`src/rtl/cv32e40p_clk_gate_pkg.sv`:
```
// Shared types and constants for the cv32e40p clock-gate enable sequencer.
// The optional statistics counters use the widths defined here.
package cv32e40p_clk_gate_pkg;

  typedef enum logic [1:0] {
    CG_GATED,
    CG_WAKE,
    CG_RUN,
    CG_IDLE
  } cg_state_e;

  localparam int unsigned GATED_CNT_W = 32;
  localparam int unsigned WAKE_CNT_W  = 16;

endpackage

```
`src/rtl/cv32e40p_clk_gate_sat_cnt.sv`:
```
// Saturating up-counter. It counts inc_i pulses and sticks at all-ones.
module cv32e40p_clk_gate_sat_cnt #(
  parameter int unsigned WIDTH = 16
) (
  input  logic             clk_i,
  input  logic             rst_ni,
  input  logic             inc_i,
  output logic [WIDTH-1:0] cnt_o
);

  logic [WIDTH-1:0] cnt_q;

  always_ff @(posedge clk_i or negedge rst_ni) begin
    if (!rst_ni) begin
      cnt_q <= '0;
    end else if (inc_i && !(&cnt_q)) begin
      cnt_q <= cnt_q + WIDTH'(1);
    end
  end

  assign cnt_o = cnt_q;

endmodule

```
`src/rtl/cv32e40p_clock_gate_ctrl.sv`:
```
// Enable sequencer for a shared clock gate: wake, settle, grant, idle hold-off, re-gate.
// Optional macro CV32E40P_CLK_GATE_STATS_EN adds gated-cycle and wake-event counters.
module cv32e40p_clock_gate_ctrl
  import cv32e40p_clk_gate_pkg::*;
#(
  parameter int unsigned NUM_REQ     = 2,
  parameter int unsigned WAKE_CYCLES = 2,
  parameter int unsigned HOLDOFF     = 4
) (
  input  logic               clk_i,
  input  logic               rst_ni,
  input  logic [NUM_REQ-1:0] req_i,
  input  logic               busy_i,
  input  logic               test_en_i,
  output logic               clk_en_o,
  output logic [NUM_REQ-1:0] ack_o,
  output logic               sleeping_o
`ifdef CV32E40P_CLK_GATE_STATS_EN
  ,
  output logic [GATED_CNT_W-1:0] gated_cycles_o,
  output logic [WAKE_CNT_W-1:0]  wake_count_o
`endif
);

  localparam int unsigned MAX_CNT = (WAKE_CYCLES > HOLDOFF) ? WAKE_CYCLES : HOLDOFF;
  localparam int unsigned CW      = (MAX_CNT == 0) ? 1 : $clog2(MAX_CNT + 1);

  localparam logic [CW-1:0] WAKE_LOAD = (WAKE_CYCLES > 0) ? CW'(WAKE_CYCLES - 1) : '0;
  localparam logic [CW-1:0] HOLD_LOAD = (HOLDOFF > 0) ? CW'(HOLDOFF - 1) : '0;

  cg_state_e     state_q, state_d;
  logic [CW-1:0] cnt_q, cnt_d;
  logic          en_q, en_d;
  logic          activity;

  assign activity = (|req_i) | busy_i;

  always_ff @(posedge clk_i or negedge rst_ni) begin
    if (!rst_ni) begin
      state_q <= CG_GATED;
      cnt_q   <= '0;
      en_q    <= 1'b0;
    end else begin
      state_q <= state_d;
      cnt_q   <= cnt_d;
      en_q    <= en_d;
    end
  end

  always_comb begin
    state_d = state_q;
    cnt_d   = cnt_q;
    unique case (state_q)
      CG_GATED: begin
        if (activity) begin
          if (WAKE_CYCLES == 0) begin
            state_d = CG_RUN;
          end else begin
            state_d = CG_WAKE;
            cnt_d   = WAKE_LOAD;
          end
        end
      end
      CG_WAKE: begin
        // Dropped requests do not abort the wake; the domain settles regardless.
        if (cnt_q == '0) begin
          state_d = CG_RUN;
        end else begin
          cnt_d = cnt_q - CW'(1);
        end
      end
      CG_RUN: begin
        if (!activity) begin
          if (HOLDOFF == 0) begin
            state_d = CG_GATED;
          end else begin
            state_d = CG_IDLE;
            cnt_d   = HOLD_LOAD;
          end
        end
      end
      CG_IDLE: begin
        if (activity) begin
          state_d = CG_RUN;
        end else if (cnt_q == '0) begin
          state_d = CG_GATED;
        end else begin
          cnt_d = cnt_q - CW'(1);
        end
      end
      default: begin
        state_d = CG_GATED;
        cnt_d   = '0;
      end
    endcase
    en_d = (state_d != CG_GATED);
  end

  assign clk_en_o   = en_q | test_en_i;
  assign ack_o      = (state_q == CG_RUN) ? req_i : '0;
  assign sleeping_o = (state_q == CG_GATED);

`ifdef CV32E40P_CLK_GATE_STATS_EN
  logic wake_event;
  assign wake_event = (state_q == CG_GATED) && (state_d != CG_GATED);

  cv32e40p_clk_gate_sat_cnt #(.WIDTH(GATED_CNT_W)) u_gated_cnt (
    .clk_i  (clk_i),
    .rst_ni (rst_ni),
    .inc_i  (!en_q),
    .cnt_o  (gated_cycles_o)
  );

  cv32e40p_clk_gate_sat_cnt #(.WIDTH(WAKE_CNT_W)) u_wake_cnt (
    .clk_i  (clk_i),
    .rst_ni (rst_ni),
    .inc_i  (wake_event),
    .cnt_o  (wake_count_o)
  );
`endif

endmodule
```
`config.mk`:
```
export PLATFORM = sky130hd
export DESIGN_NAME = cv32e40p_clock_gate_ctrl
export DESIGN_NICKNAME = d
export VERILOG_FILES = /design/src/rtl/cv32e40p_clk_gate_pkg.sv /design/src/rtl/cv32e40p_clk_gate_sat_cnt.sv /design/src/rtl/cv32e40p_clock_gate_ctrl.sv
export SDC_FILE = /design/constraint.sdc
export NUM_CORES = 1
export LEC_CHECK = 0
export BUFFER_PORTS_ARGS = -buffer_cell sky130_fd_sc_hd__buf_2
export CELL_PAD_IN_SITES_DETAIL_PLACEMENT = 1
export CELL_PAD_IN_SITES_GLOBAL_PLACEMENT = 2
export CORE_MARGIN = 2
export CORE_UTILIZATION = 31
export CTS_BUF_LIST = sky130_fd_sc_hd__clkbuf_16
export DETAILED_ROUTE_END_ITERATION = 12
export PLACE_DENSITY = 0.73
export SYNTH_ARGS = -nofsm -noshare
export SYNTH_HDL_FRONTEND = slang
export SYNTH_SLANG_ARGS = --single-unit
```
`constraint.sdc`:
```
create_clock -name clk_i -period 3.3 [get_ports clk_i]
set_clock_uncertainty 0.2 [all_clocks]
set_input_delay 0.165 -clock clk_i [delete_from_list [all_inputs] [get_ports clk_i]]
set_output_delay 0.165 -clock clk_i [all_outputs]
set_load 0.03 [all_outputs]
```
* Word-level counts from Yosys, hierarchy flattened
Index checks and enable logic that the tools add are counted.
Storage, ports and cells: bits in registers 6, input port bits 6, output and inout bits 4, word-level logic and storage cells 29
Operators by class: add/subtract/negate cells 1, equality and inequality tests 6, mux-type cells 12, bitwise gates (word level) 2, reductions and logical operators 5
Operators by type and width (number):
- 2-bit 2-to-1 mux | 6
- 3-bit 2-to-1 mux | 4
- 3-bit one-hot mux with 4 select lines | 1
- 2-bit one-hot mux with 4 select lines | 1
- 2-bit == test (second input constant) | 2
- 2-bit inequality test (second input constant) | 2
- 3-bit logical NOT | 1
- 3-bit AND reduction | 1
- 3-bit by 1-bit subtractor with 3-bit output (second input constant) | 1
- 2-bit by 1-bit == test with 1-bit output (second input constant) | 1
- 2-bit logical NOT | 1
- 2-bit by 1-bit inequality test with 1-bit output (second input constant) | 1
- 1-bit OR | 2
- 2-bit nonzero test | 1
- 2-bit OR reduction | 1

* Longest topological paths before layout
Gate-level depths: netlist of the first run.
word-level depth 5, mapped depth 5

* Least setup slack after synthesis of the first run
No wires, ideal clock.
kind flip-flop to flip-flop, start point register cnt_q[0], end point register cnt_q[0], library setup time 0.127 ns, data arrival time 1.257 ns, data required time 2.973 ns, setup slack 1.716 ns, cell stages (with the launch flop) 6, path buffers 0, cells stage by stage dfrtp_1 inv_1 ha_1 or4bb_1 o31ai_2 a211oi_1
On the way: cells in the longest elaborated chain, start to end 4
Ends and longest elaborated chain:
- start: declaration | line cv32e40p_clock_gate_ctrl.sv:32 | logic [CW-1:0] cnt_q, cnt_d;
- start signal: assignment | line cv32e40p_clock_gate_ctrl.sv:45 | cnt_q <= cnt_d;
- 3-bit by 1-bit subtractor with 3-bit output or 3-bit logical NOT (tied branches)
- 3-bit 2-to-1 mux * | line cv32e40p_clock_gate_ctrl.sv:66, cv32e40p_clock_gate_ctrl.sv:85
- 3-bit 2-to-1 mux | line cv32e40p_clock_gate_ctrl.sv:83 | if (activity) begin
- 3-bit one-hot mux with 4 select lines * | line cv32e40p_clock_gate_ctrl.sv:53 | unique case (state_q)
Mark *: on every way between the ends. The rest lies on a longest branch, timed or not. The select of a mux whose other input is x is not followed. A chain may end at the register's enable or synchronous reset.

* Worst setup path in the final report of the first run
Ends and elaborated chain as after synthesis.

==> results.py, run 1 <==
metrics = {
    "route": {
        "drtPass1Iterations": 2,
        "routed_via_density": 5.49,
        "ant_nets": 0,
        "dr.first_iter.drc_count": 4,
        "drcViolationCount": 0,
        "drt_wl_total_mm": 1.14,
        "num_vias": 406,
        "post_drt_wl_per_cell_um": 15.4,
    },
    "synthesis": {
        "ys_ff_latch": 6,
        "synth_nets": 56,
        "synth_top_family_by_area": "simple AND/OR/NAND/NOR gates",
        "synth-adder-area-share": 0.0562,
        "yosys-top-cells-area": "dfrtp_1 (34%), ha_1 (5.6%), a211oi_1 (5.1%)",
        "yosys.area_share.simple": 0.278,
        "yosysTopAreaCellShare": 0.337,
        "synth_top_area_cell": "dfrtp_1",
        "syn_area_um2": 445,
        "syn_inst": 48,
        "synth_cell_type_count": 26,
        "ys_seq_area_frac": 0.337,
        "synthXorXnorAreaFrac": 0,
        "syn_avg_cell_area_um2": 9.28,
        "yosysWarnings": 0,
        "synth_compound_area_frac": 0.258,
        "synth.area.mux_share": 0,
    },
    "critical_path": {
        "cp.required_ns": 3.21,
        "path_cells": "inv_1, ha_1, or4bb_1, o31ai_2, a211oi_1",
        "arrival_ns": 1.62,
        "cp_num_buf_inv": 1,
        "slowest_delay_ns": 0.51,
        "critical-path-top-delay-family": "simple AND/OR/NAND/NOR gates",
        "critical_path_class": "flop to flop",
        "crit_slowest_cell": "or4bb_1",
        "crit_path_max_fanout": 5,
        "end_kind": "flop",
        "start_kind": "flop",
    },
    "global_routing": {
        "antenna_found_initial": 0,
        "grt_max_degree": 11,
        "first_global_vias": 381,
        "grt_pass1_wl_mm": 1.79,
        "overflow": 0,
        "track_usage": 0.147,
    },
    "clock_network": {
        "cts-hold-fix-buffers": 1,
        "htree_levels": 1,
        "cts-root-buf": "clkbuf_16",
        "cts_sinks": 6,
        "cts_buffers": 3,
        "clock_latency_ns": 0.23,
        "clkTransAtPathRegs_ns": 0.04,
        "cts_buffer_depth": 2,
        "cts_tree": "yes",
        "cts_resized": 0,
        "post-cts-setup-buffer-count": 0,
    },
    "timing": {
        "finalSetupTns_ns": 0,
        "finalSetupViolations": 0,
        "final_hold_viol_count": 0,
        "finalMaxSlewViolations": 0,
        "tightest_slew_ns": 0.402,
        "rsz0062_at_grt": "no",
        "fin_crit_ns": 1.71,
        "fmax_mhz": 586,
        "slew_headroom": 0.731,
        "fin_crit_sh": 0.517,
    },
    "placed_design": {
        "gp_congestion": 0.770,
        "port-buffer-count": 9,
        "hpwl_um": 847,
        "postPlaceCellArea_um2": 493,
    },
    "pwr": {
        "totalPowerFinal_w": 0.000488,
        "pwr_density_cell_nw_per_um2": 845,
        "peakVddDrop_mv": 0.251,
        "p_leak_nw": 0.259,
    },
    "floorplan": {
        "die_x_um": 41.9,
        "die-area_um2": 1760,
        "rows": 13,
        "initial_core_util": 0.338,
        "die_height_um": 41.9,
        "core_area_um2": 1320,
        "io_pins": 10,
    },
    "hold_path": {
        "hp-class": "input pin to flop",
    },
    "layout": {
        "fin_area_um2": 578,
        "layout_commonest_cell": "buf_2",
        "mostFrequentLayoutCells": "buf_2 (9), dfrtp_1 (6), inv_1 (4), nor2_1 (4)",
        "area_growth_pct": 29.8,
        "layout-drive-gt1-share": 0.322,
        "nets": 69,
        "n_antenna_cell": 0,
        "final_core_util": 0.439,
    },
    "job": {
        "drv_cap": 0,
    },
    "outcome": {
        "outcome": "finished, final reports clean",
    },
}
[worst reg2reg max path, cell delays in order (launching register included)]
cell and delay [ns]:
dfrtp_1 0.41, inv_1 0.11, ha_1 0.22, or4bb_1 0.51, o31ai_2 0.08, a211oi_1 0.06
[synthesized netlist by cell type]
cell type	count
a211oi_1	3
a211oi_2	1
a21oi_1	3
a221oi_2	1
and3_1	2
buf_2	1
buf_6	1
dfrtp_1	6
ha_1	2
inv_1	4
nand2_1	3
nand3b_1	1
nor2_1	4
nor2b_1	3
nor3_1	1
nor3_2	1
nor3b_1	2
o21ai_0	1
o21ai_1	1
o2bb2ai_1	1
o311a_2	1
o31ai_1	1
o31ai_2	1
or2_2	1
or3_4	1
or4bb_1	1
[metrics by stage]
stage | instances | worst slack [ns] | hold slack, ns
2_1_floorplan | 48 | 1.72 | -0.331
6_report | 74 | 1.59 | 0.0600
3_5_place_dp | 70 | 1.60 | -0.197
5_1_grt | 74 | 1.51 | 0.0740
3_3_place_gp | 70 | 1.66 | -0.202
4_1_cts | 74 | 1.59 | 0.0583
[report_power, final]
part,internal [W],switching [W]
combinational,0.0000628,0.0000855
sequential,0.0000982,0.0000402
clock,0.000156,0.0000456
[final cells by class]
type | count | area, um2
timing repair buffer | 10 | 55.1
tap | 15 | 18.8
sequential | 6 | 150
fill | 149 | 739
multi-input combinational | 36 | 264
inverter | 4 | 15.0
clock buffer | 3 | 75.1
[metal layers]
metal | global-route usage | vias to the layer above | routed length, um
met4 | 0.194 | 0 | 65
met2 | 0.197 | 9 | 479
met3 | 0.0174 | 5 | 32
met5 | 0 | - | 0
met1 | 0.178 | 193 | 566
li1 | - | 199 | -
[state kept, by name (all words and copies together) (netlist names)]
register / flops
cnt_q: 3
en_q: 1
state_q: 2
[cells by family after synthesis]
| family | after synthesis |
|---|---|
| flops | 6 |
| fa+ha+maj | 2 |
| simple gates | 20 |
| buf+inv | 6 |
| compound gates | 14 |
[path summary, 6_finish.rpt]
kind / from / endpoint / slack (ns) / cells after the start
setup / recovery: cnt_q[0] / cnt_q[0] / 1.59 / 5
hold / removal: busy_i / en_q / 0.06 / 3
setup reg to reg: cnt_q[0] / cnt_q[0] / 1.59 / 5
hold reg to reg: cnt_q[1] / cnt_q[1] / 0.40 / 2
max in group asynchronous: rst_ni / state_q[1] / 2.65 / 2
min in group asynchronous: rst_ni / en_q / 0.09 / 2
(Power assumes the default switching activity.)
==> run 2: changes to the inputs <==
--- a/config.mk
+++ b/config.mk
@@ -5,14 +5,15 @@
 export SDC_FILE = /design/constraint.sdc
 export NUM_CORES = 1
 export LEC_CHECK = 0
+export ABC_AREA = 1
 export BUFFER_PORTS_ARGS = -buffer_cell sky130_fd_sc_hd__buf_2
 export CELL_PAD_IN_SITES_DETAIL_PLACEMENT = 1
 export CELL_PAD_IN_SITES_GLOBAL_PLACEMENT = 2
 export CORE_MARGIN = 2
-export CORE_UTILIZATION = 31
+export CORE_UTILIZATION = 27
 export CTS_BUF_LIST = sky130_fd_sc_hd__clkbuf_16
 export DETAILED_ROUTE_END_ITERATION = 12
-export PLACE_DENSITY = 0.73
+export PLACE_DENSITY = 0.69
 export SYNTH_ARGS = -nofsm -noshare
 export SYNTH_HDL_FRONTEND = slang
 export SYNTH_SLANG_ARGS = --single-unit
==> constraint.sdc (replaced) <==
create_clock -name clk_i -period 1.8 [get_ports clk_i]
set_clock_uncertainty 0.2 [all_clocks]
set_input_delay 0.09 -clock clk_i [delete_from_list [all_inputs] [get_ports clk_i]]
set_output_delay 0.09 -clock clk_i [all_outputs]
set_load 0.03 [all_outputs]
==> results.py, run 2 <==
metrics = {
    "critical_path": {
        "end_kind": "output port",
        "reg2reg_depth": 6,
        "start_kind": "flop",
        "arrival_ns": 1.14,
        "crit_path_max_fanout": 6,
        "cp.required_ns": 1.51,
        "critical_path_class": "flop to output port",
    },
    "route": {
        "drt_wl_total_um": 794,
        "ant_nets": 0,
        "dr.first_iter.drc_count": 4,
        "routed_via_density": 4.51,
        "num_vias": 347,
        "drtPass1Iterations": 2,
        "post_drt_wl_per_cell_um": 10.3,
        "drcViolationCount": 0,
    },
    "synthesis": {
        "ys_seq_area_frac": 0.377,
        "yosysTopAreaCellShare": 0.377,
        "synth_nets": 57,
        "synth_cell_type_count": 13,
        "yosysWarnings": 0,
        "synth_edf_count": 0,
        "ys_async_sr_fraction": 1.00,
        "ys_ff_latch": 6,
        "syn_avg_cell_area_um2": 8.12,
        "syn_area_um2": 398,
        "synthMostInstantiatedCell": "nand2_1",
        "yosys-top-cells-area": "dfrtp_1 (38%), nand2_1 (13%), inv_1 (10%)",
        "ys.flop_type": "dfrtp_1",
        "synth_top_area_cell": "dfrtp_1",
        "synth_common_cells": "nand2_1 (14), inv_1 (11), dfrtp_1 (6), nand3_2 (3), nand4_1 (3)",
        "syn_inst": 49,
    },
    "layout": {
        "layout-drive-gt1-share": 0.355,
        "layout_commonest_cell": "nand2_1",
        "mostFrequentLayoutCells": "nand2_1 (14), inv_1 (11), buf_2 (9)",
        "n_antenna_cell": 0,
        "nets": 72,
        "fin_area_um2": 547,
        "largest_reg_flops": 3,
        "fillers": 161,
        "stdcell_count": 77,
        "reg_top3": "cnt_q (3), state_q (2), en_q (1)",
        "top_register": "cnt_q",
        "area_growth_pct": 37.4,
    },
    "timing": {
        "fin_crit_sh": 0.793,
        "fmax_mhz": 701,
        "rsz0062_at_grt": "no",
        "slew_headroom": 0.816,
        "finalSetupTns_ns": 0,
        "finalMaxSlewViolations": 0,
        "final_hold_viol_count": 0,
        "tightest_slew_ns": 0.275,
        "worst_slack_ns": 0.373,
        "fin_crit_ns": 1.43,
        "finalSetupViolations": 0,
    },
    "global_routing": {
        "overflow": 0,
        "track_usage": 0.107,
        "grt_max_degree": 8,
        "first_global_vias": 322,
        "grt_pass1_wl_mm": 1.38,
        "antenna_found_initial": 0,
    },
    "clock_network": {
        "cts_buffers": 3,
        "htree_levels": 1,
        "cts_buffer_depth": 2,
        "cts_resized": 0,
        "cts_tree": "yes",
        "cts_sinks": 6,
        "clock_latency_ns": 0.23,
        "clkTransAtPathRegs_ns": 0.03,
        "cts-root-buf": "clkbuf_16",
    },
    "placed_design": {
        "postPlaceCellArea_um2": 462,
        "preCtsSetupSlack_ns": 0.452,
        "hpwl_um": 647,
        "gp_congestion": 0.666,
        "port-buffer-count": 9,
        "dp.cells": 73,
    },
    "floorplan": {
        "core_area_um2": 1330,
        "die-area_um2": 1800,
        "initial_core_util": 0.298,
        "die_x_um": 42.4,
        "die_height_um": 42.4,
        "io_pins": 10,
        "rows": 13,
    },
    "hold_path": {
        "hp-class": "input pin to asynchronous set/reset pin",
    },
    "pwr": {
        "pwr_density_cell_nw_per_um2": 1950,
        "peakVddDrop_mv": 0.810,
        "p_leak_nw": 0.303,
    },
    "job": {
        "drv_cap": 0,
    },
    "outcome": {
        "outcome": "finished, final reports clean",
    },
}
==> run 2: cell families after synthesis <==
group           count (synthesis)  synth area share
simple gates                   29             0.409
buf+inv                        11             0.104
flops                           6             0.377
fa+ha+maj                       2            0.0629
compound gates                  1            0.0472
==> run 2: area by class of cell <==
cell class / instances / area [um2] / area share
clock buffer: 3 / 75.1 / 0.137
inverter: 11 / 41.3 / 0.0755
multi-input combinational: 32 / 206 / 0.378
sequential: 6 / 150 / 0.275
tap: 15 / 18.8 / 0.0343
timing repair buffer: 10 / 55.1 / 0.101
==> run 2: per-layer routing <==
| layer | GRT usage | vias to the layer above | wire length [um] |
|---|---|---|---|
| li1 | - | 177 | - |
| met4 | 0.0563 | 0 | 14 |
| met3 | 0.0647 | 3 | 40 |
| met1 | 0.140 | 161 | 354 |
| met2 | 0.135 | 6 | 384 |
| met5 | 0 | - | 0 |
==> run 2: path summary, 6_finish.rpt <==
path                                  from         end  slack [ns]
worst max-delay path            state_q[0]    ack_o[1]        0.37
worst min-delay path                rst_ni        en_q        0.02
worst max register to register    cnt_q[0]    cnt_q[2]        0.46
worst min register to register    cnt_q[1]    cnt_q[1]        0.27
max in group asynchronous           rst_ni  state_q[0]        1.24
min in group clk_i                req_i[0]  state_q[1]        0.04
==> run 2: what timing repair did <==
item | in CTS | in global routing
setup buffers | 0 | 0
endpoints found under the hold margin | 6 | 0
hold buffers | 1 | 0
==> run 2: power breakdown <==
part | switching, W | total [W] | internal [W]
logic | 0.000283 | 0.000448 | 0.000164
clock network | 0.0000729 | 0.000358 | 0.000285
registers | 0.0000628 | 0.000262 | 0.000199
total | 0.000419 | 0.00107 | 0.000648
==> run 2: critical path, cell delays in order, from the launching register on <==
cell,delay [ns]
dfrtp_1,0.46
inv_1,0.08
nand2_1,0.08
nor2_1,0.09
buf_2,0.20
==> run 2: through the flow <==
step / util / total power, W / hold WS (ns)
finish: 0.410 / 0.00107 / 0.0205
global route: 0.410 / 0.00116 / 0.0462
CTS: 0.410 / 0.00109 / 0.0110
detailed placement: 0.346 / 0.000721 / -0.280
global placement: 0.346 / 0.000717 / -0.279
floorplan: - / 0.000613 / -0.406
==> run 3: changes to the inputs <==
--- a/config.mk
+++ b/config.mk
@@ -5,15 +5,15 @@
 export SDC_FILE = /design/constraint.sdc
 export NUM_CORES = 1
 export LEC_CHECK = 0
-export ABC_AREA = 1
+export ABC_AREA = 0
 export BUFFER_PORTS_ARGS = -buffer_cell sky130_fd_sc_hd__buf_2
 export CELL_PAD_IN_SITES_DETAIL_PLACEMENT = 1
 export CELL_PAD_IN_SITES_GLOBAL_PLACEMENT = 2
 export CORE_MARGIN = 2
-export CORE_UTILIZATION = 27
+export CORE_UTILIZATION = 26
 export CTS_BUF_LIST = sky130_fd_sc_hd__clkbuf_16
 export DETAILED_ROUTE_END_ITERATION = 12
-export PLACE_DENSITY = 0.69
+export PLACE_DENSITY = 0.65
 export SYNTH_ARGS = -nofsm -noshare
 export SYNTH_HDL_FRONTEND = slang
 export SYNTH_SLANG_ARGS = --single-unit
==> constraint.sdc (replaced) <==
create_clock -name clk_i -period 1.17 [get_ports clk_i]
set_clock_uncertainty 0.2 [all_clocks]
set_input_delay 0.0585 -clock clk_i [delete_from_list [all_inputs] [get_ports clk_i]]
set_output_delay 0.0585 -clock clk_i [all_outputs]
set_load 0.03 [all_outputs]
==> results.py, run 3 (synthesis gave the netlist of run 1 again) <==
metrics = {
    "outcome": {
        "outcome": "finished, violations left",
        "violations": "setup timing",
    },
    "critical_path": {
        "cp_num_buf_inv": 1,
        "start_kind": "flop",
        "crit_path_max_fanout": 4,
        "r2r-end": "cnt_q[0]",
        "slowest_delay_ns": 0.41,
        "cp.required_ns": 1.08,
        "timing.rr.start": "cnt_q[0]",
        "critical_path_class": "flop to flop",
        "path_cells": "inv_2, ha_4, or4bb_1, o31ai_2, a211oi_1",
        "rrSetupSlack_ns": -0.34,
        "reg2reg_depth": 5,
        "critical-path-top-delay-family": "simple AND/OR/NAND/NOR gates",
        "arrival_ns": 1.41,
        "end_kind": "flop",
        "crit_slowest_cell": "or4bb_1",
    },
    "global_routing": {
        "grt_max_degree": 7,
        "first_global_vias": 472,
        "antenna_found_initial": 0,
        "overflow": 0,
        "grt_pass1_wl_mm": 2.12,
        "track_usage": 0.150,
    },
    "route": {
        "num_vias": 482,
        "drcViolationCount": 0,
        "routed_via_density": 5.18,
        "drt_wl_total_mm": 1.34,
        "drtPass1Iterations": 4,
        "post_drt_wl_per_cell_um": 14.4,
        "ant_nets": 0,
        "dr.first_iter.drc_count": 5,
    },
    "pwr": {
        "p_leak_nw": 0.353,
        "pwr_density_cell_nw_per_um2": 2200,
        "peakVddDrop_mv": 1.17,
    },
    "clock_network": {
        "cts_buffers": 3,
        "clkTransAtPathRegs_ns": 0.04,
        "cts-root-buf": "clkbuf_16",
        "cts_sinks": 6,
        "cts_buffer_depth": 2,
        "htree_levels": 1,
        "clock_latency_ns": 0.23,
        "cts_tree": "yes",
    },
    "timing": {
        "rsz0062_at_grt": "yes",
        "finalSetupViolations": 10,
        "worst_slack_ns": -0.339,
        "fmax_mhz": 663,
        "slew_headroom": 0.780,
        "final_hold_viol_count": 0,
        "finalMaxSlewViolations": 0,
        "tightest_slew_ns": 0.327,
        "finalHoldWorstSlack_ns": 0.0337,
        "fin_crit_ns": 1.51,
        "fin_crit_sh": 1.29,
    },
    "hold_path": {
        "hold_end": "state_q[0]",
        "hp-class": "input pin to flop",
        "worstHoldStart": "busy_i",
        "worstHoldPathCells": 4,
    },
    "placed_design": {
        "port-buffer-count": 9,
        "hpwl_um": 928,
        "gp_congestion": 0.760,
        "preCtsSetupSlack_ns": -0.378,
    },
    "layout": {
        "area_growth_pct": 78.4,
        "mostFrequentLayoutCells": "buf_4 (15), buf_6 (6), buf_2 (5)",
        "largest_reg_flops": 3,
        "reg_top3": "cnt_q (3), state_q (2), en_q (1)",
        "layout-drive-gt1-share": 0.610,
        "layout_commonest_cell": "buf_4",
        "fillers": 172,
        "top_register": "cnt_q",
        "n_antenna_cell": 0,
        "nets": 87,
    },
    "floorplan": {
        "core_area_um2": 1560,
        "io_pins": 10,
        "die-area_um2": 2060,
        "initial_core_util": 0.286,
        "rows": 14,
        "die_x_um": 45.4,
        "die_height_um": 45.4,
    },
    "job": {
        "drv_cap": 0,
    },
}
==> run 3: cell count changes in the layout (fill, tap and decap cells not counted), moves of 3 or more <==
cell,before,now
a21oi_1,0,3
nand4_1,3,0
nand3_2,3,0
buf_4,0,15
buf_2,9,5
inv_1,11,1
nand2_1,14,3
a211oi_1,0,3
buf_6,0,6
==> run 3: worst max-delay path by stage <==
stage	cells past startpoint	slack [ns]	end	startpoint
floorplan	5	-0.33	cnt_q[0]	cnt_q[0]
global placement	5	-0.35	cnt_q[0]	cnt_q[0]
detailed placement	5	-0.38	cnt_q[0]	cnt_q[1]
CTS	5	-0.34	cnt_q[0]	cnt_q[0]
global route	5	-0.39	cnt_q[0]	cnt_q[0]
finish	5	-0.34	cnt_q[0]	cnt_q[0]
==> run 3: final cells by class <==
cell class	count	area (um2)	area share
Multi-Input combinational cell	36	304	0.383
Inverter	4	17.5	0.0220
Tap cell	16	20.0	0.0252
Sequential cell	6	153	0.192
Timing Repair Buffer	28	225	0.283
Clock buffer	3	75.1	0.0945
==> run 3: worst min-delay path, stage by stage <==
cell     delay (ns)
buf_2          0.12
o31ai_1        0.10
nand2_1        0.09
a21oi_1        0.05
==> run 3: metal layers <==
metal / vias up / wire length (um) / global-route usage
li1: 233 / - / -
met3: 0 / 49 / 0.0714
met4: 0 / 0 / 0.0353
met1: 242 / 638 / 0.202
met5: - / 0 / 0
met2: 7 / 650 / 0.214
==> run 3: report_power, final <==
| group | internal, W | leakage (nW) | switching, W |
|---|---|---|---|
| Sequential | 0.000281 | 0.0637 | 0.0000678 |
| Combinational | 0.000451 | 0.253 | 0.000387 |
| Clock | 0.000439 | 0.0370 | 0.000121 |
==> run 3: per-stage QoR <==
step	cell area, um2	utilization	instances	TNS, ns	power, W
global route	795	0.510	93	-2.54	0.00187
floorplan	458	-	48	-0.993	0.000723
CTS	782	0.502	92	-2.01	0.00173
detailed placement	597	0.383	83	-1.68	0.00101
finish	795	0.510	93	-1.96	0.00175
global placement	597	0.383	83	-1.61	0.00101
==> run 3: timing repair <==
| action | CTS | global route |
|---|---|---|
| hold buffers | 2 | 0 |
| hold endpoints to repair | 6 | 0 |
| pin swaps | 5 | 0 |
| setup buffers | 4 | 1 |
| resized for setup | 21 | 1 |
| endpoints found under the setup margin | 10 | 10 |
